--- src/rtl/eon_mem_pkg.sv ---
// Shared definitions for the memory-access pipeline stage.
// Holds the func3 access-mode encodings, the stage FSM state type, the datapath
// width and the misalignment predicate used when MEM_STAGE_MISALIGN_TRAP_EN is defined.
package eon_mem_pkg;

    localparam int unsigned WIDTH = 32;

    // func3 access modes; loads and stores share encodings 0..2
    localparam logic [2:0] LB  = 3'd0;
    localparam logic [2:0] LH  = 3'd1;
    localparam logic [2:0] LW  = 3'd2;
    localparam logic [2:0] LBU = 3'd4;
    localparam logic [2:0] LHU = 3'd5;
    localparam logic [2:0] SB  = 3'd0;
    localparam logic [2:0] SH  = 3'd1;
    localparam logic [2:0] SW  = 3'd2;

    typedef enum logic [0:0] {IDLE, WAIT} state_e;

    // Halfword needs addr[0]==0, word needs addr[1:0]==0; bytes are always aligned.
    function automatic logic is_misaligned(logic [2:0] mode, logic [1:0] addr_lo);
        logic mis;
        mis = 1'b0;
        case (mode)
            LH, LHU: mis = addr_lo[0];
            LW:      mis = (addr_lo != 2'b00);
            default: mis = 1'b0;
        endcase
        return mis;
    endfunction

endpackage

--- src/rtl/mem_stage_if.sv ---
// Data-memory request/acknowledge bus between the memory stage and data memory.
// master: the stage (drives request, write enable, address, store data, byte enables).
// slave:  the memory (drives read data and the one-cycle acknowledge pulse).
interface mem_stage_if;
    logic        memReq;
    logic        memWe;
    logic [31:0] memAddr;
    logic [31:0] memWData;
    logic [3:0]  memByteEn;
    logic [31:0] memRData;
    logic        memAck;

    modport master (
        output memReq, memWe, memAddr, memWData, memByteEn,
        input  memRData, memAck
    );

    modport slave (
        input  memReq, memWe, memAddr, memWData, memByteEn,
        output memRData, memAck
    );
endinterface

--- src/rtl/mem_load_align.sv ---
// Combinational load alignment and extension.
// Ports: i_rdata (raw 32-bit memory word), i_addrLo (byte offset), i_mode (func3),
//        o_value (aligned, sign/zero-extended load value).
// Halfwords are selected by addr[1] only; words ignore the byte offset.
module mem_load_align
    import eon_mem_pkg::*;
#(
    parameter int unsigned width = WIDTH
) (
    input  logic [31:0]      i_rdata,
    input  logic [1:0]       i_addrLo,
    input  logic [2:0]       i_mode,
    output logic [width-1:0] o_value
);

    logic [31:0] w_shift;
    logic [7:0]  w_byte;
    logic [15:0] w_half;

    assign w_shift = i_rdata >> {i_addrLo, 3'b000};
    assign w_byte  = w_shift[7:0];
    assign w_half  = i_addrLo[1] ? i_rdata[31:16] : i_rdata[15:0];

    always_comb begin
        o_value = i_rdata;
        case (i_mode)
            LB:      o_value = {{24{w_byte[7]}}, w_byte};
            LH:      o_value = {{16{w_half[15]}}, w_half};
            LBU:     o_value = {24'h0, w_byte};
            LHU:     o_value = {16'h0, w_half};
            default: o_value = i_rdata;
        endcase
    end

endmodule

--- src/rtl/mem_stage.sv ---
// Memory-access pipeline stage between EX and writeback.
// Ports: clk/reset (sync, active-high); i_* EX results (read/write/noMEM flags, value,
//        address, func3 mode, rd); mem (master side of the data-memory bus);
//        o_valueOut/o_rdOut/o_writeBackOut registered writeback; o_stallOut freezes upstream.
// Optional: MEM_STAGE_MISALIGN_TRAP_EN adds o_misalignedOut and suppresses misaligned accesses.
module mem_stage
    import eon_mem_pkg::*;
#(
    parameter int unsigned width   = WIDTH,
    parameter int unsigned rsWidth = 5
) (
    input  logic               clk,
    input  logic               reset,
    input  logic               i_readIn,
    input  logic               i_writeIn,
    input  logic               i_noMEMIn,
    input  logic [width-1:0]   i_valueIn,
    input  logic [width-1:0]   i_addressIn,
    input  logic [2:0]         i_addressModeIn,
    input  logic [rsWidth-1:0] i_rdIn,
    mem_stage_if.master        mem,
    output logic [width-1:0]   o_valueOut,
    output logic [rsWidth-1:0] o_rdOut,
    output logic               o_writeBackOut,
    output logic               o_stallOut
`ifdef MEM_STAGE_MISALIGN_TRAP_EN
    ,
    output logic               o_misalignedOut
`endif
);

    state_e             r_state;
    state_e             w_state_next;
    logic               r_req;
    logic               r_we;
    logic [31:0]        r_addr;
    logic [2:0]         r_mode;
    logic [rsWidth-1:0] r_rd;
    logic [31:0]        r_wdata;
    logic [3:0]         r_be;
    logic [width-1:0]   r_value;
    logic [rsWidth-1:0] r_rdOut;
    logic               r_wb;

    logic               w_access;
    logic               w_mis;
    logic [3:0]         w_be;
    logic [31:0]        w_wdata;
    logic [width-1:0]   w_load;

    assign w_access = i_readIn | i_writeIn;

`ifdef MEM_STAGE_MISALIGN_TRAP_EN
    logic r_mis;
    assign w_mis           = is_misaligned(i_addressModeIn, i_addressIn[1:0]);
    assign o_misalignedOut = r_mis;
`else
    assign w_mis = 1'b0;
`endif

    // Store lanes are computed from the EX inputs and latched at issue.
    always_comb begin
        w_be    = 4'b1111;
        w_wdata = i_valueIn;
        case (i_addressModeIn)
            SB: begin
                w_be    = 4'b0001 << i_addressIn[1:0];
                w_wdata = {4{i_valueIn[7:0]}};
            end
            SH: begin
                w_be    = i_addressIn[1] ? 4'b1100 : 4'b0011;
                w_wdata = {2{i_valueIn[15:0]}};
            end
            default: ;
        endcase
    end

    mem_load_align #(
        .width (width)
    ) u_align (
        .i_rdata  (mem.memRData),
        .i_addrLo (r_addr[1:0]),
        .i_mode   (r_mode),
        .o_value  (w_load)
    );

    always_comb begin
        w_state_next = r_state;
        unique case (r_state)
            IDLE:    if (w_access && !w_mis) w_state_next = WAIT;
            WAIT:    if (mem.memAck) w_state_next = IDLE;
            default: w_state_next = IDLE;
        endcase
    end

    always_ff @(posedge clk) begin
        if (reset) begin
            r_state <= IDLE;
            r_req   <= 1'b0;
            r_we    <= 1'b0;
            r_addr  <= '0;
            r_mode  <= '0;
            r_rd    <= '0;
            r_wdata <= '0;
            r_be    <= '0;
            r_value <= '0;
            r_rdOut <= '0;
            r_wb    <= 1'b0;
`ifdef MEM_STAGE_MISALIGN_TRAP_EN
            r_mis   <= 1'b0;
`endif
        end else begin
            r_state <= w_state_next;
`ifdef MEM_STAGE_MISALIGN_TRAP_EN
            r_mis   <= 1'b0;
`endif
            case (r_state)
                IDLE: begin
                    if (w_access) begin
                        r_wb <= 1'b0;
                        if (w_mis) begin
`ifdef MEM_STAGE_MISALIGN_TRAP_EN
                            r_mis <= 1'b1;
`endif
                        end else begin
                            r_req   <= 1'b1;
                            // a load wins over a simultaneous store request
                            r_we    <= i_writeIn & ~i_readIn;
                            r_addr  <= i_addressIn;
                            r_mode  <= i_addressModeIn;
                            r_rd    <= i_rdIn;
                            r_wdata <= w_wdata;
                            r_be    <= w_be;
                        end
                    end else begin
                        r_value <= i_valueIn;
                        r_rdOut <= i_rdIn;
                        r_wb    <= i_noMEMIn && (i_rdIn != '0);
                    end
                end
                WAIT: begin
                    r_wb <= 1'b0;
                    if (mem.memAck) begin
                        r_req <= 1'b0;
                        r_we  <= 1'b0;
                        if (!r_we) begin
                            r_value <= w_load;
                            r_rdOut <= r_rd;
                            r_wb    <= (r_rd != '0);
                        end
                    end
                end
                default: ;
            endcase
        end
    end

    assign mem.memReq    = r_req;
    assign mem.memWe     = r_we;
    assign mem.memAddr   = {r_addr[31:2], 2'b00};
    assign mem.memWData  = r_wdata;
    assign mem.memByteEn = r_be;

    assign o_valueOut     = r_value;
    assign o_rdOut        = r_rdOut;
    assign o_writeBackOut = r_wb;
    assign o_stallOut     = ((r_state == IDLE) && w_access) || ((r_state == WAIT) && !mem.memAck);

endmodule

--- src/flat_wrapper.sv ---
// flat-port wrapper written by rule: the top's interface ports become plain ports
module mem_stage_flat import eon_mem_pkg::*;
#(
    parameter int unsigned width   = WIDTH,
    parameter int unsigned rsWidth = 5
)
  (clk, reset, i_readIn, i_writeIn, i_noMEMIn, i_valueIn, i_addressIn, i_addressModeIn, i_rdIn, o_valueOut, o_rdOut, o_writeBackOut, o_stallOut, mem_memReq, mem_memWe, mem_memAddr, mem_memWData, mem_memByteEn, mem_memRData, mem_memAck);
  mem_stage_if mem_i ();
  input  logic clk;
  input  logic reset;
  input  logic i_readIn;
  input  logic i_writeIn;
  input  logic i_noMEMIn;
  input  logic [width-1:0] i_valueIn;
  input  logic [width-1:0] i_addressIn;
  input  logic [2:0] i_addressModeIn;
  input  logic [rsWidth-1:0] i_rdIn;
  output logic [width-1:0] o_valueOut;
  output logic [rsWidth-1:0] o_rdOut;
  output logic o_writeBackOut;
  output logic o_stallOut;
  output wire logic [$bits(mem_i.memReq)-1:0] mem_memReq;
  output wire logic [$bits(mem_i.memWe)-1:0] mem_memWe;
  output wire logic [$bits(mem_i.memAddr)-1:0] mem_memAddr;
  output wire logic [$bits(mem_i.memWData)-1:0] mem_memWData;
  output wire logic [$bits(mem_i.memByteEn)-1:0] mem_memByteEn;
  input wire logic [$bits(mem_i.memRData)-1:0] mem_memRData;
  input wire logic [$bits(mem_i.memAck)-1:0] mem_memAck;
  assign mem_memReq = mem_i.memReq;
  assign mem_memWe = mem_i.memWe;
  assign mem_memAddr = mem_i.memAddr;
  assign mem_memWData = mem_i.memWData;
  assign mem_memByteEn = mem_i.memByteEn;
  assign mem_i.memRData = mem_memRData;
  assign mem_i.memAck = mem_memAck;
  mem_stage #(.width(width), .rsWidth(rsWidth)) u_core (.clk(clk), .reset(reset), .i_readIn(i_readIn), .i_writeIn(i_writeIn), .i_noMEMIn(i_noMEMIn), .i_valueIn(i_valueIn), .i_addressIn(i_addressIn), .i_addressModeIn(i_addressModeIn), .i_rdIn(i_rdIn), .mem(mem_i), .o_valueOut(o_valueOut), .o_rdOut(o_rdOut), .o_writeBackOut(o_writeBackOut), .o_stallOut(o_stallOut));
endmodule
--- config.mk ---
export PLATFORM = sky130hd
export DESIGN_NAME = mem_stage_flat
export DESIGN_NICKNAME = d
export VERILOG_FILES = /design/src/rtl/eon_mem_pkg.sv /design/src/rtl/mem_stage_if.sv /design/src/rtl/mem_load_align.sv /design/src/rtl/mem_stage.sv /design/src/flat_wrapper.sv
export SDC_FILE = /design/constraint.sdc
export NUM_CORES = 1
export LEC_CHECK = 0
export BUFFER_PORTS_ARGS = -buffer_cell sky130_fd_sc_hd__buf_2
export CORE_ASPECT_RATIO = 2
export CORE_MARGIN = 2
export CORE_UTILIZATION = 45
export CTS_CLUSTER_SIZE = 14
export DETAILED_ROUTE_END_ITERATION = 10
export PLACE_DENSITY = 0.77
export RECOVER_POWER = 50
export SYNTH_ARGS = -nofsm -noshare
export SYNTH_HDL_FRONTEND = slang
export SYNTH_SLANG_ARGS = --single-unit
export TNS_END_PERCENT = 100
--- constraint.sdc ---
create_clock -name clk -period 1.5 [get_ports clk]
set_input_delay 0.075 -clock clk [delete_from_list [all_inputs] [get_ports clk]]
set_output_delay 0.075 -clock clk [all_outputs]
set_load 0.005 [all_outputs]
Yosys cells after proc, flatten, opt, wreduce, memory -nomap -nowiden --
Index checks and enable logic that the tools add are counted.
Cells by class: $add $sub $neg 0, multipliers 0, div/mod/pow operators 0, $lt $le $gt $ge 0, equality and inequality tests 8, shift operators 2, muxes and demuxes 25, bitwise gates (word level) 4, reductions and logical operators 12
Operator list (number):
- one-hot mux 32 bit (2 select lines) | 2
- one-hot mux 32 bit (4 select lines) | 1
- two-way mux 32 bit | 3
- right shift 32 x 5 -> 8 bit | 1
- two-way mux 16 bit | 1
- two-way mux 5 bit | 3
- one-hot mux 5 bit (2 select lines) | 1
- nonzero test 5 bit | 2
- two-way mux 1 bit | 8
- one-hot mux 1 bit (2 select lines) | 4
- one-hot mux 4 bit (2 select lines) | 1
- equality test 3 x 1 -> 1 bit (second input constant) | 2
- equality test 3 bit (second input constant) | 2
- logical NOT 3 bit | 2
- != test 2 bit (second input constant) | 3
- two-way mux 4 bit | 1
- AND reduction 2 bit | 2
- << shifter 1 x 2 -> 4 bit (first input constant) | 1
- logical AND 1 bit | 3
- AND reduction 3 bit | 1
- != test 2 x 1 -> 1 bit (second input constant) | 1
- NOT 1 bit | 2
- AND 1 bit | 1
- logical NOT 1 bit | 1
- 2 further kinds | 2
Word-level totals: flip-flop bits (word level) 117, latch bits 0, memory bits (writable) 0, memory bits (read-only) 0, input bits 110, output and inout bits 109, word-level logic and storage cells 62, memories kept 0

Depth between registers and ports, before layout --
Gate-level depths: netlist of run 1.
depth in word-level cells 5, depth in mapped cells 7

Cells and area by module --
From an unflattened synthesis of run 1, not the netlist that was laid out.
Unflattened totals: cells, all modules 710, area total of the unflattened synthesis 6040.8 um^2
By module, submodules not included:
- mem_stage | times used 1, cells each 592, area each 5241.3 um^2, sequential area each 2342.2 um^2
- mem_load_align | times used 1, cells each 118, area each 799.5 um^2, sequential area each 0.0 um^2

Least setup slack after synthesis of run 1 --
No wires, ideal clock.
path type reg2reg, from reg u_core.r_addr[1], to reg u_core.r_value[10] (netlist: u_core.o_valueOut[10]), setup time 0.135 ns, data arrival time 1.466 ns, data required time 1.365 ns, slack -0.101 ns, cell stages (with the launch flop) 6, period minus slack after synthesis 1.601 ns, cell sequence dfxtp_1 -> buf_6 -> mux2_4 -> and3b_4 -> o41ai_4 -> o22ai_1
On the way: longest elaborated chain between the ends 5, elaborated cells between the ends (all ways) 6
Ends and longest elaborated chain:
- start, declared | line mem_stage.sv:36 | logic [31:0] r_addr;
- start signal, assigned | line mem_stage.sv:129 | r_addr <= i_addressIn;
- right shift 32 x 5 -> 8 bit or two-way mux 16 bit (tied branches) | line mem_load_align.sv:20, mem_load_align.sv:22
- one-hot mux 32 bit (4 select lines) * | line mem_load_align.sv:26 | case (i_mode)
- two-way mux 32 bit * | line mem_stage.sv:146 | if (!r_we) begin
- two-way mux 32 bit * | line mem_stage.sv:143 | if (mem.memAck) begin
- one-hot mux 32 bit (2 select lines) * | line mem_stage.sv:117 | case (r_state)
- end signal, assigned | line mem_stage.sv:136 | r_value <= i_valueIn;
- end signal, assigned | line mem_stage.sv:147 | r_value <= w_load;
- end, declared | line mem_stage.sv:41 | logic [width-1:0] r_value;
Every way passes the cells marked *; elsewhere a longest branch is shown, timed or not. The select of a mux whose other input is x is not followed. A chain may end at the register's enable or synchronous reset.

Worst setup path in the final report of run 1 --
from reg u_core.r_state, to reg u_core.r_value[19] (netlist: u_core.o_valueOut[19])
On the way: longest elaborated chain between the ends 3, elaborated cells between the ends (all ways) 6
Ends and longest elaborated chain:
- start, declared | line mem_stage.sv:32 | state_e r_state;
- start signal, assigned | line mem_stage.sv:113 | r_state <= w_state_next;
- NOT 1 bit (no line)
- != test 2 bit (no line)
- AND reduction 3 bit (no line)
Several ways; a longest one is shown, not always the timed one.

==> summary.md, run 1 <==
| Metric | Value |
|---|---|
| Async SR Flop Fraction | 0% |
| Worst slew pin tran | 0.688 ns |
| Netlist Area Pre-Place | 5760 um^2 |
| Post-DP HPWL | 14300 um |
| Worst path cell trace | buf_4 > nand3b_1 > nand2_4 > nor2_2 > a32o_1 |
| Peak Freq | 0.600 GHz |
| P_leak | 3.69 nW |
| Final period util | 111% |
| First-pass GRT wire length | 32100 um |
| RSZ-0062 raised after global routing | true |
| Total power | 0.0101 W |
| Largest net degree at the start of global routing | 58 |
| Post-synthesis sequential area ratio | 40.7% |
| Die height | 164 um |
| Row count | 58 |
| Count leader, synth | nand2_1 |
| TritonCTS Sinks | 117 |
| CP Launch Type | flip-flop |
| Outcome | finished, violations left |
| Residual DRC | 0 |
| R2R depth | 5 |
| H-tree levels | 4 |
| R2R Path Start | u_core.r_state |
| Inserted Clock Buffers | 17 |
| Clock Skew | 0.00664 ns |
| EDFF count, synth | 0 |
| Clock buffer depth | 2 |
| Area leader, netlist | dfxtp_1 |
| Mapped Cells | 708 |
| Worst Setup SP | u_core.r_state |
| PwrDens | 1160 nW/um^2 |
| Combinational power share | 21.9% |
| Vias | 6611 |
| Final-report hold violation count | 0 |
| Pre-antenna DRT Iters | 5 |
| Slew Limit Fails | 0 |
| IO buf count | 216 |
| Crit end category | flip-flop |
| Yosys top cell area share | 40.7% |
| Avg WL per Cell | 20.5 um |
| Dominant synthesized flop cell | dfxtp_1 |
| Worst hold path depth | 3 |
| Count of max-cap constraint violations | 0 |
| Maximum vdd drop | 0.856 mV |
| Max stage delay on crit path | 0.54 ns |
| Clock share of power | 43.2% |
| Skew-Pair Late Insertion Delay | 0.41 ns |
| Switch share | 27.8% |
| Sequential Power Share | 34.9% |
| Netlist cell types | 49 |
| Final setup violation count | 65 |
| R2R setup slack | -0.17 ns |
| TritonCTS clock tree | built |
| Die extent in x | 84.0 um |
| CTS root buffer | clkbuf_16 |
| FF-to-FF End | u_core.o_valueOut[19] |
| P_int | 0.00733 W |
| Placed cell count | 1023 |
| Worst hold start | i_valueIn[17] |
| Core ar. | 12600 um^2 |
| IO Count | 219 |
| Number of synthesized register bits | 117 |
| Fillers | 978 |
| Final Net Count | 1076 |
| Hold endpoint | u_core.mem.memWData[17] |
| Final setup margin | -0.167 ns |
| Layout cell share with drive strength beyond 1 | 37.7% |
| Synth Warn # | 0 |
| Vias per cell | 5.86 |
| Area delta synth->final | 51.6% |
| Initial Util | 45.9% |
| Initial antenna violation count | 0 |
| Synth top cells by count | nand2_1, dfxtp_1, a21oi_1 |
| Worst Path Max Fanout | 16 |
| Total grt overflow | 0 |
| Worst Setup Path Type | reg2reg |
| Diodes inserted | 0 |
| Vias in the first global route | 6189 |
| WL final | 23100 um |
| Worst-path clk slew | 0.06 ns |
| DRT iter0 DRCs | 513 |
| Area contributors post-synth | dfxtp_1, nand2_1, a21oi_1 |
| Sw power | 0.00282 W |
| Syn Area/Cell | 8.14 um^2 |
| Worst Hold Class | in2reg |
| Worst endpoint required time | 1.84 ns |
| Antenna Nets Post-Route | 0 |
| Non-filler cells, final | 1129 |
| Routability cong. | 0.958 |
| Failing checks | negative setup slack |
| Max_slew headroom | 54.1% |
| Min Tclk post-route | 1.67 ns |
| Arr. time, crit path | 2.01 ns |
| Die area | 13800 um^2 |
| Slowest cell on crit path | nor2_2 |
| Global Route Usage Sum | 29.9% |
## metrics by stage
stage	hold slack (ns)	cell area, um^2	worst slack, ns	util (%)	setup TNS (ns)
2_1_floorplan	0.203	5770	-0.0922	-	-1.41
3_3_place_gp	0.314	6930	-0.209	55.2	-3.48
3_5_place_dp	0.322	6930	-0.205	55.2	-4.07
4_1_cts	0.00676	8310	-0.120	66.2	-1.96
5_1_grt	0.0156	8730	-0.202	69.6	-9.29
6_report	0.0218	8730	-0.167	69.6	-4.30
## what timing repair did
action	in CTS	in global routing
hold buffers	55	0
resized for setup	24	68
buffers inserted	6	4
gates cloned	1	8
hold endpoints to repair	56	0
pin swaps	7	58
endpoints found under the setup margin	32	93
## logic make-up (layout without fill, tap and decap cells)
family          after synthesis  in the layout  synth area share, %
mux                          26             26                 5.12
simple gates                268            268                 20.8
compound gates              202            202                 24.3
other cells                   1              2               0.0651
buf+inv                      94            364                 8.99
flops                       117            117                 40.7
## how the worst max path moves through the flow
stage | end
after floorplan | u_core.o_valueOut[10]
after global placement | u_core.o_valueOut[30]
after detailed placement | u_core.o_valueOut[28]
after CTS | u_core.o_valueOut[24]
after global routing | u_core.o_valueOut[17]
final | u_core.o_valueOut[19]
## per-layer routing
| layer | global-route usage [%] | wire length [um] | vias to the layer above |
|---|---|---|---|
| met2 | 53.5 | 12100 | 403 |
| li1 | - | - | 3000 |
| met4 | 20.7 | 1580 | 0 |
| met5 | 0 | 0 | - |
| met3 | 5.83 | 1600 | 112 |
| met1 | 30.9 | 7860 | 3096 |
## placed cells by master, fill, tap and decap left out, types with 17 or more instances in the layout
cell type and count:
a21oi_1 47, a21oi_2 27, buf_2 175, buf_4 25, clkbuf_1 40, clkbuf_16 23, dfxtp_1 115, dlygate4sd3_1 55
mux2i_1 22, nand2_1 152, nor2_1 29, o211ai_1 25, o21ai_0 20, or2_2 17
## flip-flops by register name, summed over array words and instances, names as in the netlist
signal,count
u_core.o_rdOut,5
u_core.o_writeBackOut,1
u_core.r_rd,5
u_core.mem.memWData,32
u_core.r_state,1
u_core.mem.memReq,1
u_core.r_mode,3
u_core.r_addr,32
u_core.mem.memByteEn,4
u_core.o_valueOut,32
u_core.mem.memWe,1
## power groups by stage
stage | clock [W] | sequential, W | combinational (W)
floorplan | 0 | 0.00358 | 0.000994
global placement | 0 | 0.00357 | 0.00171
detailed placement | 0 | 0.00358 | 0.00174
CTS | 0.00440 | 0.00352 | 0.00194
global route | 0.00457 | 0.00357 | 0.00237
finish | 0.00438 | 0.00354 | 0.00222
## critical path, delay by kind of cell (launching register included)
| family | cells | cell delay [ns] |
|---|---|---|
| buffers and inverters | 1 | 0.14 |
| flip-flops | 1 | 0.37 |
| AO/OA/AOI/OAI | 1 | 0.23 |
| AND/OR/NAND/NOR | 3 | 0.86 |
## final cells by class
class	count	area, um^2	share of cell area [%]
multi-input cells	498	3190	36.6
repair buffers	329	2350	26.9
flip-flops and latches	117	2350	26.9
clock buffers	20	467	5.34
well taps	150	188	2.15
clock inverters	12	175	2.01
inverters	3	11.3	0.129
No activity file was read; power rests on OpenSTA's default activity.
==> run 2: changes to the inputs <==
--- a/config.mk
+++ b/config.mk
@@ -15,5 +15,6 @@
 export RECOVER_POWER = 50
 export SYNTH_ARGS = -nofsm -noshare
 export SYNTH_HDL_FRONTEND = slang
+export SYNTH_HIERARCHICAL = 1
 export SYNTH_SLANG_ARGS = --single-unit
 export TNS_END_PERCENT = 100
==> run 2 against run 1 <==
Effect of this change:
- the run still ends with negative setup slack left
- highest routed layer unchanged
- largest cell class unchanged
- flip-flop and latch count did not move
- synthesized area is 4.8% higher
- global-route usage down 0.63 points
- routed wire length is 6.5% lower
- via count shrank 2.5%
- clock-buffer cell count fell by 2
- largest power group unchanged
- die area is 4.7% higher
- critical endpoint is now u_core/o_valueOut[3]
- worst setup slack got worse by 0.14 ns
==> summary.md, run 2 <==
| Metric | Value |
|---|---|
| Outcome | finished, violations left |
| Failing checks | negative setup slack |
| Worst Hold Class | in2reg |
| Initial Util | 46.2% (+0.34 points) |
| Worst Path Max Fanout | 6 (-10) |
| Commonest non-fill, non-tap cell in the layout | nand2_1 |
| Total power | 0.00986 W (-2.8%) |
| Clock buffer depth | 2 (unchanged) |
| Global Route met2 Usage | 51.4% (-2.1 points) |
| Crit end category | flip-flop |
| Total grt overflow | 0 (unchanged) |
| IO buf count | 216 (unchanged) |
| Worst endpoint required time | 1.83 ns (about the same) |
| Setup TNS | -7.29 ns (-2.98 ns) |
| Netlist Area Pre-Place | 6040 um^2 (+4.8%) |
| M3 GR Usage | 4.85% (-0.98 points) |
| CTS root buffer | clkbuf_16 |
| EDFF count, synth | 0 (unchanged) |
| Max_slew headroom | 54.2% (+0.15 points) |
| Min Tclk post-route | 1.80 ns (+0.136 ns) |
| Arr. time, crit path | 2.13 ns (+0.12 ns) |
| Number of synthesized register bits | 117 (unchanged) |
| Synth Warn # | 6 (+6) |
| Fin Hold WS | 0.0111 ns (-0.0107 ns) |
| PwrDens | 1170 nW/um^2 (+0.84%) |
| Peak Freq | 0.555 GHz (-7.5%) |
| Count leader, synth | nand2_1 |
| Final-report hold violation count | 0 (unchanged) |
| Mapped Cells | 710 (+0.28%) |
| Fillers | 1115 (+14%) |
| Slew Limit Fails | 0 (unchanged) |
| Residual DRC | 0 (unchanged) |
| CP Launch Type | flip-flop |
| Syn Area/Cell | 8.51 um^2 (+4.5%) |
| Die extent in x | 85.9 um (+2.3%) |
| Area post-placement | 7210 um^2 (+4.1%) |
| Maximum vdd drop | 0.951 mV (+11%) |
| Layout cell share with drive strength beyond 1 | 29.6% (-8.1 points) |
| DRT iter0 DRCs | 515 (+0.39%) |
| P_leak | 3.57 nW (-3.4%) |
| Netlist cell types | 43 (-12%) |
| WL final | 21600 um (-6.5%) |
| First-pass GRT wire length | 32800 um (+2.1%) |
| Worst-path clk slew | 0.06 ns (about the same) |
| Global Route Usage Sum | 29.2% (-0.63 points) |
| Vias in the first global route | 6429 (+3.9%) |
| Worst Setup Path Type | reg2reg |
| Largest net degree at the start of global routing | 44 (-24%) |
| Synth top cells by count | nand2_1, dfxtp_1, a21oi_1 |
| Commonest cells after routing, fill and taps aside | nand2_1, buf_2, dfxtp_1, clkbuf_1, a21oi_1 |
| Place WS | -0.309 ns (-0.104 ns) |
| Vias | 6447 (-2.5%) |
| Routability cong. | 0.967 (+0.90%) |
| Initial antenna violation count | 2 (+2) |
| H-tree levels | 4 (unchanged) |
| IO Count | 219 (unchanged) |
| Vias per cell | 5.74 (-2.0%) |
| Final setup margin | -0.303 ns (-0.136 ns) |
| Worst slew pin tran | 0.670 ns (-0.0188 ns) |
| Area leader, netlist | dfxtp_1 |
| Final period util | 120% (+9.1 points) |
| Post-route cell area | 8420 um^2 (-3.6%) |
| Final setup violation count | 32 (-51%) |
| Dominant synthesized flop cell | dfxtp_1 |
| Area contributors post-synth | dfxtp_1, nand2_1, mux2i_1 |
| Die area | 14400 um^2 (+4.7%) |
| GR Layer Usage met1 | 30.4% (-0.51 points) |
| Async SR Flop Fraction | 0% (unchanged) |
| Clock Skew | 0.00952 ns (+0.00288 ns) |
| Area delta synth->final | 39.3% |
| Avg WL per Cell | 19.2 um (-6.1%) |
| Core ar. | 13100 um^2 (+4.1%) |
| Final Net Count | 1067 (-0.84%) |
| TritonCTS clock tree | built |
| Antenna Nets Post-Route | 0 (unchanged) |
| Row count | 59 (+1.7%) |
| Die height | 168 um (+2.3%) |
| Gr busiest metal | met2 |
| Skew-Pair Late Insertion Delay | 0.41 ns (about the same) |
| Inserted Clock Buffers | 17 (unchanged) |
| TritonCTS Sinks | 117 (unchanged) |
| Post-synthesis sequential area ratio | 38.8% (-1.9 points) |
| RSZ-0062 raised after global routing | true |
| Count of max-cap constraint violations | 0 (unchanged) |
| Post-DP HPWL | 15000 um (+4.5%) |
| Yosys top cell area share | 38.8% (-1.9 points) |
| Pre-antenna DRT Iters | 5 (unchanged) |
==> run 2: cell count changes after synthesis, moves of 12 or more <==
cell,delta
a211oi_2,+30
a21oi_1,-14
o211ai_1,-24
a32o_1,-16
nor3_1,+24
or2_2,-17
nand2_1,-14
mux2i_1,+29
a311oi_1,+12
==> run 2: timing repair <==
item	CTS	global route
buffers inserted	3	2
setup endpoints to repair	36	34
gates resized for setup	12	7
pin swaps	9	12
endpoints found under the hold margin	60	0
hold buffers	58	0
==> run 2: report_power, final <==
group / switching [W] / leakage [nW] / internal (W) / total [W]
Sequential: 0.000167 / 0.969 / 0.00339 / 0.00356
Clock: 0.00157 / 0.292 / 0.00253 / 0.00410
Combinational: 0.00118 / 2.31 / 0.00102 / 0.00220
Total: 0.00291 / 3.57 / 0.00694 / 0.00986
==> run 2: area by class of cell <==
class / instances / area, um^2 / share of cell area, %
antenna: 2 / 5.00 / 0.0595
clock buffer: 18 / 439 / 5.22
clock inverter: 14 / 164 / 1.95
inverter: 1 / 3.75 / 0.0446
multi-input combinational: 492 / 3140 / 37.3
sequential: 117 / 2350 / 27.9
tap: 152 / 190 / 2.26
timing repair buffer: 328 / 2120 / 25.2
==> run 2: stage by stage <==
step | instances | util [%]
finish | 1124 | 64.4
global route | 1124 | 64.4
CTS | 1121 | 64.8
detailed placement | 1028 | 55.2
global placement | 1028 | 55.2
floorplan | 711 | -
==> run 2: cells by family after synthesis <==
| logic type | share of synthesized area, % |
|---|---|
| AO/OA/AOI/OAI | 23.3 |
| buffers and inverters | 10.3 |
| flip-flops | 38.8 |
| multiplexers | 9.01 |
| other | 0.0621 |
| AND/OR/NAND/NOR | 18.5 |
==> run 2: final timing paths <==
check	slack (ns)	to	from	depth (start not counted)
max	-0.30	u_core/o_valueOut[3]	u_core/r_addr[0]	8
min	0.01	u_core/mem.memWData[31]	i_valueIn[31]	3
max reg2reg	-0.30	u_core/o_valueOut[3]	u_core/r_addr[0]	8
min reg2reg	0.45	u_core/r_addr[18]	u_core/r_addr[18]	2
==> run 2: worst max-delay path, stage by stage (launching register included) <==
cell and delay [ns]:
dfxtp_2 0.33, buf_4 0.13, buf_6 0.10, or2b_4 0.27
buf_6 0.12, mux2i_2 0.22, o22a_1 0.23, mux2i_2 0.10
a211oi_2 0.22
==> run 2: layer usage <==
layer | part of all wire (%) | wire length (um)
met4 | 7.4 | 1600
met2 | 51 | 11100
met5 | 0 | 0
met3 | 6.4 | 1390
met1 | 35 | 7540
